$ cat config.mk
export PLATFORM = sky130hd
export DESIGN_NAME = fetch_sequencer
export DESIGN_NICKNAME = d
export VERILOG_FILES = /design/src/rtl/fetch_sequencer.sv
export SDC_FILE = /design/constraint.sdc
export NUM_CORES = 1
export LEC_CHECK = 0
export BUFFER_PORTS_ARGS = -buffer_cell sky130_fd_sc_hd__buf_2
export CORE_MARGIN = 5
export CORE_UTILIZATION = 49
export DETAILED_ROUTE_END_ITERATION = 16
export HOLD_SLACK_MARGIN = 0.03
export PLACE_DENSITY = 0.82
export SYNTH_ARGS = -nofsm -noshare
export SYNTH_HDL_FRONTEND = slang
export SYNTH_SLANG_ARGS = --single-unit
$ cat constraint.sdc
create_clock -name clk -period 2.5 [get_ports clk]
set_clock_uncertainty 0.1 [all_clocks]
set_input_delay 0.5 -clock clk [delete_from_list [all_inputs] [get_ports clk]]
set_output_delay 0.5 -clock clk [all_outputs]
set_load 0.02 [all_outputs]
$ cat src/rtl/fetch_sequencer.sv
// rtl/fetch_sequencer.sv - multi-cycle fetch/exec/mem/halt sequencer; optional SEQ_PERF_CNT_EN retired-instruction counter
module fetch_sequencer #(
  parameter int unsigned ADDR_W   = 16,
  parameter int unsigned DATA_W   = 16,
  parameter int unsigned RESET_PC = 0
) (
  input  logic              clk,
  input  logic              rst_n,
  input  logic [DATA_W-1:0] mem_rdata_in,
  input  logic              mem_ready_in,
  output logic              mem_req_out,
  output logic              mem_addr_sel_out,
  output logic [ADDR_W-1:0] pc_out,
  output logic [15:0]       instr_out,
  output logic [3:0]        opcode_out,
  input  logic              mem_access_in,
  input  logic              jump_enable_in,
  input  logic              branch_enable_in,
  input  logic              halt_in,
  input  logic              alu_zero_flag_in,
  output logic              commit_out,
`ifdef SEQ_PERF_CNT_EN
  output logic              halted_out,
  output logic [31:0]       retired_count_out
`else
  output logic              halted_out
`endif
);

  typedef enum logic [1:0] {
    S_FETCH = 2'd0,
    S_EXEC  = 2'd1,
    S_MEM   = 2'd2,
    S_HALT  = 2'd3
  } state_t;

  localparam logic [ADDR_W-1:0] LP_RESET_PC = ADDR_W'(RESET_PC);
  localparam logic [ADDR_W-1:0] LP_ONE      = {{(ADDR_W-1){1'b0}}, 1'b1};

  state_t            r_state;
  logic [ADDR_W-1:0] r_pc;
  logic [15:0]       r_instr;

  logic [ADDR_W-1:0] w_pc_inc;
  logic [ADDR_W-1:0] w_branch_target;
  logic [ADDR_W-1:0] w_jump_target;
  logic              w_exec_retire;
  logic              w_mem_retire;

  // PC arithmetic wraps naturally at ADDR_W bits; the branch offset is relative to the already-incremented PC
  assign w_pc_inc        = r_pc + LP_ONE;
  assign w_branch_target = r_pc + {{(ADDR_W-8){r_instr[7]}}, r_instr[7:0]};

  generate
    if (ADDR_W > 12) begin : g_jump_page
      assign w_jump_target = {r_pc[ADDR_W-1:12], r_instr[11:0]};
    end else begin : g_jump_flat
      assign w_jump_target = r_instr[11:0];
    end
  endgenerate

  // An instruction retires in EXEC unless it halts or needs a data access; LD/ST retire when memory answers
  assign w_exec_retire = (r_state == S_EXEC) && !halt_in && !mem_access_in;
  assign w_mem_retire  = (r_state == S_MEM) && mem_ready_in;

  // Memory request is gated by rst_n so a reset mid-access drops the request immediately
  assign mem_req_out      = rst_n && ((r_state == S_FETCH) || (r_state == S_MEM));
  assign mem_addr_sel_out = (r_state == S_MEM);
  assign halted_out       = (r_state == S_HALT);
  assign commit_out       = w_exec_retire || w_mem_retire;
  assign pc_out           = r_pc;
  assign instr_out        = r_instr;
  assign opcode_out       = r_instr[15:12];

  // Sequencer FSM: owns state, PC and instruction register
  always_ff @(posedge clk or negedge rst_n) begin
    if (!rst_n) begin
      r_state <= S_FETCH;
      r_pc    <= LP_RESET_PC;
      r_instr <= 16'h0000;
    end else begin
      case (r_state)
        S_FETCH: begin
          if (mem_ready_in) begin
            r_instr <= mem_rdata_in[15:0];
            r_pc    <= w_pc_inc;
            r_state <= S_EXEC;
          end
        end
        S_EXEC: begin
          if (halt_in) begin
            r_state <= S_HALT;
          end else if (mem_access_in) begin
            r_state <= S_MEM;
          end else if (jump_enable_in) begin
            r_pc    <= w_jump_target;
            r_state <= S_FETCH;
          end else if (branch_enable_in) begin
            if (alu_zero_flag_in) begin
              r_pc <= w_branch_target;
            end
            r_state <= S_FETCH;
          end else begin
            r_state <= S_FETCH;
          end
        end
        S_MEM: begin
          if (mem_ready_in) begin
            r_state <= S_FETCH;
          end
        end
        default: begin
          r_state <= S_HALT;
        end
      endcase
    end
  end

`ifdef SEQ_PERF_CNT_EN
  logic [31:0] r_retired_count;

  // Retired-instruction counter; it cannot advance in HALT because commit_out is low there
  always_ff @(posedge clk or negedge rst_n) begin
    if (!rst_n) begin
      r_retired_count <= 32'd0;
    end else if (commit_out) begin
      r_retired_count <= r_retired_count + 32'd1;
    end
  end

  assign retired_count_out = r_retired_count;
`endif

endmodule
Yosys cells after proc, flatten, opt, wreduce, memory -nomap -nowiden
Cells that the tools add are included.
Widths: inputs -> output; s select.
- register bits: 34
- bits in latches: 0
- RAM bits: 0
- memory bits (read-only): 0
- input bits: 24
- output and inout port bits: 40
- logic and storage cells: 44
- memories kept: 0
- add/subtract/negate cells: 2
- $mul: 0
- div/mod/pow operators: 0
- magnitude comparators: 0
- eq/ne operators: 12
- shifts and indexed selects: 0
- muxes and demuxes: 12
- bitwise logic cells: 0
- reductions and logical operators: 14
- operator list (operator ; count):
    $mux 16 ; 6
    $pmux 16 s2 ; 1
    $add 16x1->16 const B ; 1
    $add 16x16->16 ; 1
    $ne 2x2->1 const B ; 7
    $mux 2 ; 4
    $reduce_and 7->1 ; 1
    $ne 3x3->1 const B ; 2
    $pmux 2 s3 ; 1
    $reduce_and 6->1 ; 1
    $eq 2x2->1 const B ; 2
    $logic_and 1x1->1 ; 4
    $reduce_and 2->1 ; 2
    $eq 2x1->1 const B ; 1
    $logic_not 1->1 ; 2
    $logic_not 2->1 ; 1
    $logic_or 1x1->1 ; 2
    $reduce_bool 2->1 ; 1

Depth between registers and ports, before layout
Gate-level depths: netlist of run 1.
- word-level depth: 7
- gate-level depth with buffers: 7
- mapped depth without buffers: 7

Worst setup path after synthesis of run 1
OpenSTA, ideal clock, no wires.
- kind: reg-to-reg
- start: register r_pc[0], in the netlist pc_out[0]
- end: register r_pc[8], in the netlist pc_out[8]
- setup time: 126 ps
- arrival time: 2332 ps
- data required time: 2274 ps
- setup slack: -58 ps
- cell stages (with the launch flop): 8
- buffers on the path: 0
- clock period less this slack: 2558 ps
- path through: dfrtp_1 > ha_1 > fa_1 > a21o_1 > a221oi_2 > or3_2 > a21boi_1 > o32a_1
- longest elaborated chain between the ends: 7
- elaborated cells between the ends (all ways): 9
- those cells by class: 2 x add/sub; 7 x mux
- RTL lines (item ; RTL line ; RTL):
    from (decl) ; 41 ; logic [ADDR_W-1:0] r_pc;
    from (signal assigned) ; 86 ; r_pc <= w_pc_inc;
    from (signal assigned) ; 96 ; r_pc <= w_jump_target;
    from (signal assigned) ; 100 ; r_pc <= w_branch_target;
    $add 16x16->16 ; 52 ; assign w_branch_target = r_pc + {{(ADDR_W-8){r_instr[7]}}, r_instr[7:0]};
    $mux 16 ; 99 ; if (alu_zero_flag_in) begin
    $mux 16 ; 98 ; end else if (branch_enable_in) begin
    $mux 16 ; 95 ; end else if (jump_enable_in) begin
    $mux 16 ; 93 ; end else if (mem_access_in) begin
    $mux 16 ; 91 ; if (halt_in) begin
    $pmux 16 s2 (*) ; 82 ; case (r_state)
Every way passes the cells marked *; elsewhere a longest branch is shown, timed or not. The select of a mux whose other input is x is not followed.
A chain may end at the register's enable or synchronous reset.

Final worst setup path of run 1
- start: register r_instr[0], in the netlist instr_out[0]
- end: register r_pc[8], in the netlist pc_out[8]
- longest elaborated chain between the ends: 7
- RTL lines (item ; RTL line ; RTL):
    from (decl) ; 42 ; logic [15:0] r_instr;
    from (signal assigned) ; 85 ; r_instr <= mem_rdata_in[15:0];
    $add 16x16->16 ; 52 ;
    $mux 16 ; 99 ;
    $mux 16 ; 98 ;
    $mux 16 ; 95 ;
    $mux 16 ; 93 ;
    $mux 16 ; 91 ;
    $pmux 16 s2 ; 82 ;
Every way passes these cells. The select of a mux whose other input is x is not followed.

==> qor.txt, run 1 <==
Total number of placement rows: 27
Crit path time final: 2.42 ns
Total power per unit cell area: 1540 mW/mm^2
Clock latency of the later-clocked register in the worst-skew pair: 0.29 ns
LEAKAGE: 0.00167 uW
Slack of the critical path: 0.0805 ns
Number of distinct standard cells referenced by the synthesized netlist: 60
Number of vias after detailed routing: 2927
Pin count of the biggest net entering global routing: 35
Yosys top cell area share: 0.310
Required time of the critical path: 2.57 ns
CTS Buf Count: 5
Maximum fanout along the worst path: 6
Critical-path top delay cell: sky130_fd_sc_hd__a221oi_4
Synth Area in Adders: 0.0803
Die height: 84.8 um
Initial core utilization: 0.501
Number of global-route vias before repair: 2622
Fraction of layout cells with a size suffix above 1: 0.277
Setup TNS after final layout: 0 ns
Die area: 0.00719 mm^2
Per-cell via count in the routed design: 6.14
Chain of cells forming the critical path: ha_2 -> fa_2 -> a21o_1 -> a221oi_4 -> or3_4 -> a21boi_1 -> o32a_1
Maximum buffer depth of the clock tree: 2
Total of fill cells in the finished design: 494
Signal arrival time at the worst endpoint: 2.49 ns
Fraction of registers with async set or reset after synthesis: 1.00
Post-synthesis cell count: 335
Parity-gate share of the synthesized area counting xor and xnor cells: 0.0287
Floorplan die width: 84.8 um
Status: finished, final reports clean
Routed Wire Length: 7.89 mm
Tightest Hold Check Type: input pin to asynchronous set/reset pin
Cell chosen for the clock root: sky130_fd_sc_hd__clkbuf_8
Setup crit start kind: register
Cell area after placement: 0.00320 mm^2
WS Path Type: register to register
Compound-gate portion of the synthesized area: 0.267
Yosys warnings: 0
Max stage delay on crit path: 0.43 ns
Gp weighted congestion: 0.929
CTS tree: yes
Total number of nets in the final design: 445
Final cell count without fillers: 477
Number of setup violations in the final report: 0
Detailed Routing Iterations Pass 1: 5
Number of max-slew violations in the final report: 0
Combinational family with the most area after synthesis: compound AO/OA/AOI/OAI gates
#FFs+latches synth: 34
Synthesized Nets: 376
Cell Area, Synth: 0.00274 mm^2
Diodes inserted: 0
Post-DRT Antenna Nets: 0
Number of placed instances with taps included: 467
Worst flop-to-flop path startpoint: instr_out[0]
Remaining DRCs: 0
Final Hold Vio Count: 0
Total non-filler cell area in the finished layout: 0.00338 mm^2
Initial antenna violation count: 0
Worst Setup End Kind: register
Per-instance average area after synthesis: 8.19 um^2
Depth of the worst register-to-register path: 7
Top_reg_cell synth: sky130_fd_sc_hd__dfrtp_1
Sequential area share after synthesis: 0.310
Floorplan core area: 0.00547 mm^2
Hold buffer count at CTS: 0
Share of cell area taken by muxes after synthesis: 0.0146
Reg-to-reg setup timing slack: 0.08 ns
Max rail drop VDD: 0.916 mV
Final global-route overflow total: 0
Biggest area consumer among synthesized cells: sky130_fd_sc_hd__dfrtp_1
Maximum level of the CTS H-tree: 2
Number of I/O port buffers: 63
Clock slew seen by the registers of the worst setup and hold paths: 0.08 ns
Final core utilization: 0.618
Max-Slew Margin vs Limit: 0.590
Global-route wire length before repair: 12.7 mm
Post-Synth Simple-Gate Area: 0.248
Overall Global Routing Usage: 0.214
DR iter-0 viols: 329
Worst-margin pin slew: 0.615 ns
Wire per inst: 16.5 um
Share of the cycle needed by the critical path after routing: 0.968
FF-to-FF End: pc_out[8]
Max Cap Violations: 0
Sink count of the clock tree: 34
Cells taking the most area after synthesis: sky130_fd_sc_hd__dfrtp_1 (31%), sky130_fd_sc_hd__nand2_1 (8.6%), sky130_fd_sc_hd__ha_1 (7.3%)
Worst-case setup slack after placement: 0.0162 ns
P&R area growth vs syn: 23.2%
Number of flops mapped to enable cells by yosys: 0
HPWL after detailed placement: 5.93 mm
Achievable clock frequency: 413 MHz
Top Ports: 64
[routing by layer]
layer  up-vias  wire length, um  GRT usage
li1       1386                -          -
met1      1352             3490      0.310
met2       174             3520      0.329
met3        15              796     0.0476
met4         0               92     0.0403
met5         -                0          0
[repair_timing]
action | 4_1_cts | 5_1_grt
buffers inserted | 0 | 2
resized for setup | 0 | 6
endpoints found under the setup margin | 0 | 7
hold endpoints to repair | 0 | 0
[registers in the layout, indices dropped and copies added, names as in the netlist]
signal,cells
instr_out,16
pc_out,16
r_state,2
[power by group]
group | internal, uW | leakage [uW] | total [uW] | switching, uW
registers | 801 | 0.000420 | 1110 | 308
clock network | 425 | 0.0000714 | 636 | 211
logic | 1390 | 0.00118 | 3450 | 2060
total | 2610 | 0.00167 | 5190 | 2580
[final cells by class]
class,count,area [um^2],area share
Clock inverter,2,60.1,0.0178
Multi-Input combinational cell,272,1790,0.529
Sequential cell,34,853,0.252
Inverter,5,18.8,0.00555
Timing Repair Buffer,86,488,0.144
Tap cell,72,90.1,0.0267
Clock buffer,6,82.6,0.0244
[per-stage QoR]
| step | power (uW) | hold WS (ns) |
|---|---|---|
| after floorplan | 3440 | 0.104 |
| after global placement | 4350 | 0.377 |
| after detailed placement | 4440 | 0.384 |
| after CTS | 5090 | 0.212 |
| after global routing | 5580 | 0.246 |
| final | 5190 | 0.203 |
[how the worst max path moves through the flow]
stage / start / end / cells after the start
floorplan: pc_out[0] / pc_out[8] / 7
global placement: pc_out[0] / pc_out[8] / 7
detailed placement: pc_out[0] / pc_out[8] / 7
CTS: instr_out[0] / pc_out[8] / 7
global route: instr_out[0] / pc_out[8] / 7
finish: instr_out[0] / pc_out[8] / 7
[cells by family (layout without fill, tap and decap cells)]
logic type | Yosys count | in the layout
flops | 34 | 34
simple gates | 136 | 136
fa+ha+maj | 17 | 17
xor+xnor | 9 | 9
compound gates | 106 | 106
buf+inv | 29 | 99
mux | 4 | 4
[critical path, delay by kind of cell, from the launching register on]
family	cells	cell delay [ns]
DFF	1	0.41
and+or+nand+nor	1	0.20
adders and majority gates	2	0.56
AOI/OAI and AO/OA	4	1.03
[layout by cell type (no fill, tap or decap), drive strengths merged, types with 6 or more instances in the layout]
cell type   n
buf        86
o211ai      6
a21oi      22
ha         16
dfrtp      34
a21o       14
nand2      63
nand3      13
nor2       15
nand4      11
xnor2       8
a31oi      13
clkbuf      6
o21ai      16
[synth_stat cells (all sizes together) (2+ instances only)]
cell type	instances
and3	5
xnor2	8
a21o	14
o21ai	16
nor2b	4
o31ai	4
and4	4
nor3	5
clkbuf	12
dfrtp	34
a21oi	22
nand2b	2
o221ai	2
a31oi	13
o211ai	6
and2	5
a31o	2
nor4	2
nand3	13
o2111ai	2
a221oi	2
inv	5
buf	12
nor3b	2
nand4	11
nor2	15
o22a	2
nand2	63
mux2i	4
o41ai	2
ha	16
o22ai	3
a211oi	3
No activity file was read; power rests on OpenSTA's default activity.
==> run 2, diff against run 1 <==
Settings changed: SETUP_SLACK_MARGIN set to 0.3.
==> run 2 against run 1 <==
  * Die area did not move
  * Combinational power rose by 20%
  * Sequential cell count did not move
  * Total power rose by 9.3%
  * Clock-buffer cell count fell by 1
  * First-iteration DRC count fell by 5.8%
  * Highest routed layer unchanged
  * Largest cell class unchanged
  * Setup slack improved by 0.063 ns
  * Via count rose by 8.1%
==> qor.txt, run 2 (same netlist as run 1, synthesis figures left out) <==
Die height: 84.8 um
Total number of placement rows: 27
Number of I/O port buffers: 63
Sequential fraction of design power: 0.202
Diodes inserted: 0
Chain of cells forming the critical path: ha_4 -> fa_2 -> a21o_1 -> a221oi_4 -> buf_6 -> or3_4 -> a21boi_1 -> o32a_1
Sink count of the clock tree: 34
Die area: 0.00719 mm^2
Final global-route overflow total: 0
Maximum fanout along the worst path: 6
CTS tree: yes
Total of fill cells in the finished design: 469
Reg-to-reg setup timing slack: 0.14 ns
CTS Buf Count: 5
P&R area growth vs syn: 31.7%
Fraction of power consumed by the clock network: 0.072
Internal Power: 2770 uW
Max-Slew Margin vs Limit: 0.586
Critical-path top delay cell: sky130_fd_sc_hd__dfrtp_2
Number of global-route vias before repair: 2919
Setup crit start kind: register
Overall Global Routing Usage: 0.239
Routed Wire Length: 8.99 mm
Post-DRT Antenna Nets: 0
Fraction of layout cells with a size suffix above 1: 0.335
Clock latency of the later-clocked register in the worst-skew pair: 0.29 ns
Pin count of the biggest net entering global routing: 35
Total power per unit cell area: 1570 mW/mm^2
Worst-margin pin slew: 0.618 ns
Detailed Routing Iterations Pass 1: 7
Floorplan die width: 84.8 um
Remaining DRCs: 0
Unrepaired setup endpoints after global routing: true
Per-cell via count in the routed design: 6.46
Power share of the combinational group: 0.727
Dominant delay contributor by cell family on the critical path: compound AO/OA/AOI/OAI gates
Max rail drop VDD: 0.859 mV
Maximum level of the CTS H-tree: 2
Total number of nets in the final design: 459
Gp weighted congestion: 0.923
Final Hold Vio Count: 0
Hold buffer count at CTS: 0
Floorplan core area: 0.00547 mm^2
Critical path buffer and inverter count: 1
Required time of the critical path: 2.58 ns
Number of vias after detailed routing: 3164
Net Sw Power: 2910 uW
Worst Setup End Kind: register
Cell area after placement: 0.00322 mm^2
Total non-filler cell area in the finished layout: 0.00361 mm^2
Signal arrival time at the worst endpoint: 2.43 ns
Maximum buffer depth of the clock tree: 2
Top Ports: 64
Cell chosen for the clock root: sky130_fd_sc_hd__clkbuf_8
Switching power as a share of total power: 0.512
Max Cap Violations: 0
Hold Slack: 0.189 ns
Initial core utilization: 0.501
DR iter-0 viols: 310
Final cell count without fillers: 490
Most frequent cells in the layout: sky130_fd_sc_hd__nand2_1 (63), sky130_fd_sc_hd__buf_2 (63), sky130_fd_sc_hd__buf_4 (34)
Max stage delay on crit path: 0.43 ns
Number of placed instances with taps included: 463
Tightest Hold Check Type: input pin to asynchronous set/reset pin
Number of max-slew violations in the final report: 0
WS Path Type: register to register
HPWL after detailed placement: 6.04 mm
Achievable clock frequency: 424 MHz
Share of the cycle needed by the critical path after routing: 0.942
Global-route wire length before repair: 14.1 mm
Number of setup violations in the final report: 0
Wire per inst: 18.3 um
Setup TNS after final layout: 0 ns
Initial antenna violation count: 0
Crit path time final: 2.36 ns
LEAKAGE: 0.00172 uW
Clock slew seen by the registers of the worst setup and hold paths: 0.08 ns
Status: finished, final reports clean
[run 2: power groups by stage]
stage	registers (uW)	logic, uW	clock network (uW)
after global placement	1140	3240	0
final	1150	4130	406
after detailed placement	1160	3340	0
after CTS	1130	3690	413
after floorplan	1390	2150	0
after global routing	1180	4420	432
[run 2: per-stage QoR]
step,utilization,total power (uW),worst slack [ns]
6_report,0.660,5680,0.144
5_1_grt,0.660,6030,0.116
4_1_cts,0.636,5230,0.201
3_5_place_dp,0.589,4500,0.0673
3_3_place_gp,0.589,4380,0.132
2_1_floorplan,-,3550,0.183
[run 2: what timing repair did]
action,in CTS,in global routing
endpoints found under the setup margin,10,11
cloned,0,0
pin swaps,10,16
buffers inserted,11,9
resized for setup,18,11
endpoints found under the hold margin,0,0
[run 2: worst paths after layout]
check / to / from / cells after the start
max: pc_out[8] / pc_out[0] / 8
min: pc_out[0] / rst_n / 2
max reg2reg: pc_out[8] / pc_out[0] / 8
min reg2reg: instr_out[15] / instr_out[15] / 2
max in group asynchronous: instr_out[7] / rst_n / 2
min in group clk: instr_out[14] / mem_rdata_in[14] / 3
[run 2: layout make-up]
type / count / area (um^2) / share of cell area
tap: 72 / 90.1 / 0.0249
clock buffer: 5 / 68.8 / 0.0191
multi-input combinational: 272 / 1950 / 0.539
clock inverter: 2 / 15.0 / 0.00416
sequential: 34 / 858 / 0.238
inverter: 5 / 18.8 / 0.00520
timing repair buffer: 100 / 613 / 0.170
[run 2: metal layers]
metal | vias up | track usage | wire, um
li1 | 1419 | - | -
met1 | 1460 | 0.324 | 3840
met2 | 232 | 0.379 | 3990
met3 | 53 | 0.0476 | 869
met4 | 0 | 0.0878 | 297
met5 | - | 0 | 0
==> run 3, diff against run 2 <==
Settings changed: CORE_UTILIZATION 49 to 35, PLACE_DENSITY 0.82 to 0.63, SETUP_SLACK_MARGIN 0.3 to 0.4, TNS_END_PERCENT set to 10.
==> run 3 against run 2 <==
  * Via count decreased by 7.8%
  * Maximum frequency increased by 4.5%
  * Worst hold slack improved by 0.013 ns
  * Critical path depth increased by 1
  * Clock-buffer cell count increased by 1
  * Total power decreased by 8.2%
  * Setup slack improved by 0.10 ns
  * First-iteration DRC count decreased by 44%
  * Cell area decreased by 4.0%
  * Critical endpoint is now pc_out[6]
==> qor.txt, run 3 (same netlist as run 1, synthesis figures left out) <==
Status: finished, final reports clean
WS Path Type: register to register
Clock latency of the later-clocked register in the worst-skew pair: 0.30 ns
Power share of the combinational group: 0.701
Initial core utilization: 0.357
Final cell count without fillers: 514
Clock slew seen by the registers of the worst setup and hold paths: 0.08 ns
Number of setup violations in the final report: 0
Diodes inserted: 0
Global-route wire length before repair: 14.6 mm
Post-DRT Antenna Nets: 0
Fraction of layout cells with a size suffix above 1: 0.308
Reg-to-reg setup timing slack: 0.24 ns
Crit path time final: 2.26 ns
Top Ports: 64
Detailed Routing Iterations Pass 1: 4
Total non-filler cell area in the finished layout: 0.00347 mm^2
Fraction of power consumed by the clock network: 0.086
CTS tree: yes
Setup crit start kind: register
Maximum level of the CTS H-tree: 2
Depth of the worst register-to-register path: 9
Global-route track usage on met1: 0.261
Routed Wire Length: 8.76 mm
Number of placed instances with taps included: 499
Total number of nets in the final design: 452
Initial antenna violation count: 0
Wire per inst: 17.0 um
Switching power as a share of total power: 0.516
LEAKAGE: 0.00168 uW
Total power of the final layout: 5210 uW
Share of the cycle needed by the critical path after routing: 0.902
Signal arrival time at the worst endpoint: 2.37 ns
Max rail drop VDD: 0.709 mV
Hold buffer count at CTS: 0
Sequential fraction of design power: 0.212
Overall Global Routing Usage: 0.184
FF-to-FF End: pc_out[6]
Most Used Layer, Global Route: met2
Worst flop-to-flop path startpoint: instr_out[0]
Most common cell after layout, fill and taps aside: sky130_fd_sc_hd__buf_2
Number of vias after detailed routing: 2918
Per-cell via count in the routed design: 5.68
Unrepaired setup endpoints after global routing: true
Total power per unit cell area: 1500 mW/mm^2
Total of fill cells in the finished design: 793
Floorplan core area: 0.00769 mm^2
Setup TNS after final layout: 0 ns
DR iter-0 viols: 175
Final global-route overflow total: 0
Hold Slack: 0.201 ns
Tightest Hold Check Type: input pin to asynchronous set/reset pin
Startpoint of the worst setup timing path: instr_out[0]
Number of max-slew violations in the final report: 0
Total number of placement rows: 32
Final Hold Vio Count: 0
Number of I/O port buffers: 63
Remaining DRCs: 0
HPWL after detailed placement: 6.48 mm
Number of global-route vias before repair: 2880
Max-Slew Margin vs Limit: 0.644
Global-route met3 utilization: 0.0467
P&R area growth vs syn: 26.4%
Worst Setup End Kind: register
Sink count of the clock tree: 34
M2 GR Usage: 0.273
Floorplan die width: 98.5 um
Most frequent cells in the layout: sky130_fd_sc_hd__buf_2 (64), sky130_fd_sc_hd__nand2_1 (63), sky130_fd_sc_hd__dfrtp_1 (31)
Maximum fanout along the worst path: 5
Gp weighted congestion: 0.934
Maximum buffer depth of the clock tree: 2
Internal Power: 2530 uW
Die height: 98.5 um
Cell area after placement: 0.00327 mm^2
CTS Buf Count: 5
Max Cap Violations: 0
Pin count of the biggest net entering global routing: 35
Achievable clock frequency: 443 MHz
Required time of the critical path: 2.62 ns
Net Sw Power: 2690 uW
Worst-margin pin slew: 0.534 ns
Die area: 0.00971 mm^2
Cell chosen for the clock root: sky130_fd_sc_hd__clkbuf_8
[run 3: cell types whose count changed in the layout (fill, tap and decap cells not counted), sizes merged]
| cell | delta |
|---|---|
| buf | -7 |
| clkbuf | +1 |
| clkinv | +1 |
| clkinvlp | -1 |
[run 3: area by class of cell]
cell class / instances / area, um^2 / area share
multi-input combinational: 272 / 1830 / 0.528
sequential: 34 / 855 / 0.246
timing repair buffer: 93 / 542 / 0.156
tap: 102 / 128 / 0.0368
clock buffer: 6 / 82.6 / 0.0238
inverter: 5 / 18.8 / 0.00541
clock inverter: 2 / 12.5 / 0.00361
[run 3: worst max-delay path, stage by stage, from the launching register on]
cell,delay [ns]
sky130_fd_sc_hd__dfrtp_2,0.44
sky130_fd_sc_hd__ha_4,0.17
sky130_fd_sc_hd__fa_2,0.34
sky130_fd_sc_hd__a21o_1,0.20
sky130_fd_sc_hd__a221oi_4,0.27
sky130_fd_sc_hd__buf_6,0.15
sky130_fd_sc_hd__buf_4,0.11
sky130_fd_sc_hd__xnor2_1,0.13
sky130_fd_sc_hd__nand2b_1,0.09
sky130_fd_sc_hd__a31oi_1,0.17
[run 3: timing repair]
action	in CTS	in global routing
pin swaps	9	4
hold endpoints to repair	0	0
setup endpoints to repair	11	11
gates resized for setup	14	1
buffers inserted	7	0
[run 3: how the worst max path moves through the flow]
stage / to / cells past startpoint
CTS: pc_out[14] / 8
finish: pc_out[6] / 9
detailed placement: pc_out[15] / 6
global placement: pc_out[15] / 6
floorplan: pc_out[8] / 7
global route: pc_out[6] / 9
[run 3: metrics by stage]
stage / worst slack (ns) / util
2_1_floorplan: 0.183 / -
3_3_place_gp: 0.150 / 0.426
3_5_place_dp: 0.120 / 0.426
4_1_cts: 0.227 / 0.451
5_1_grt: 0.116 / 0.451
6_report: 0.245 / 0.451
[run 3: per-layer routing]
layer  up-vias  wire, um
met5         -         0
met4         0       201
met3        20       704
met2       135      3770
met1      1360      4080
li1       1403         -
[run 3: power groups by stage]
stage          registers [uW]  logic (uW)  clock network (uW)
6_report                 1110        3660                 450
4_1_cts                  1110        3640                 469
3_3_place_gp             1120        3350                   0
2_1_floorplan            1380        2090                   0
5_1_grt                  1150        3990                 494
3_5_place_dp             1120        3400                   0
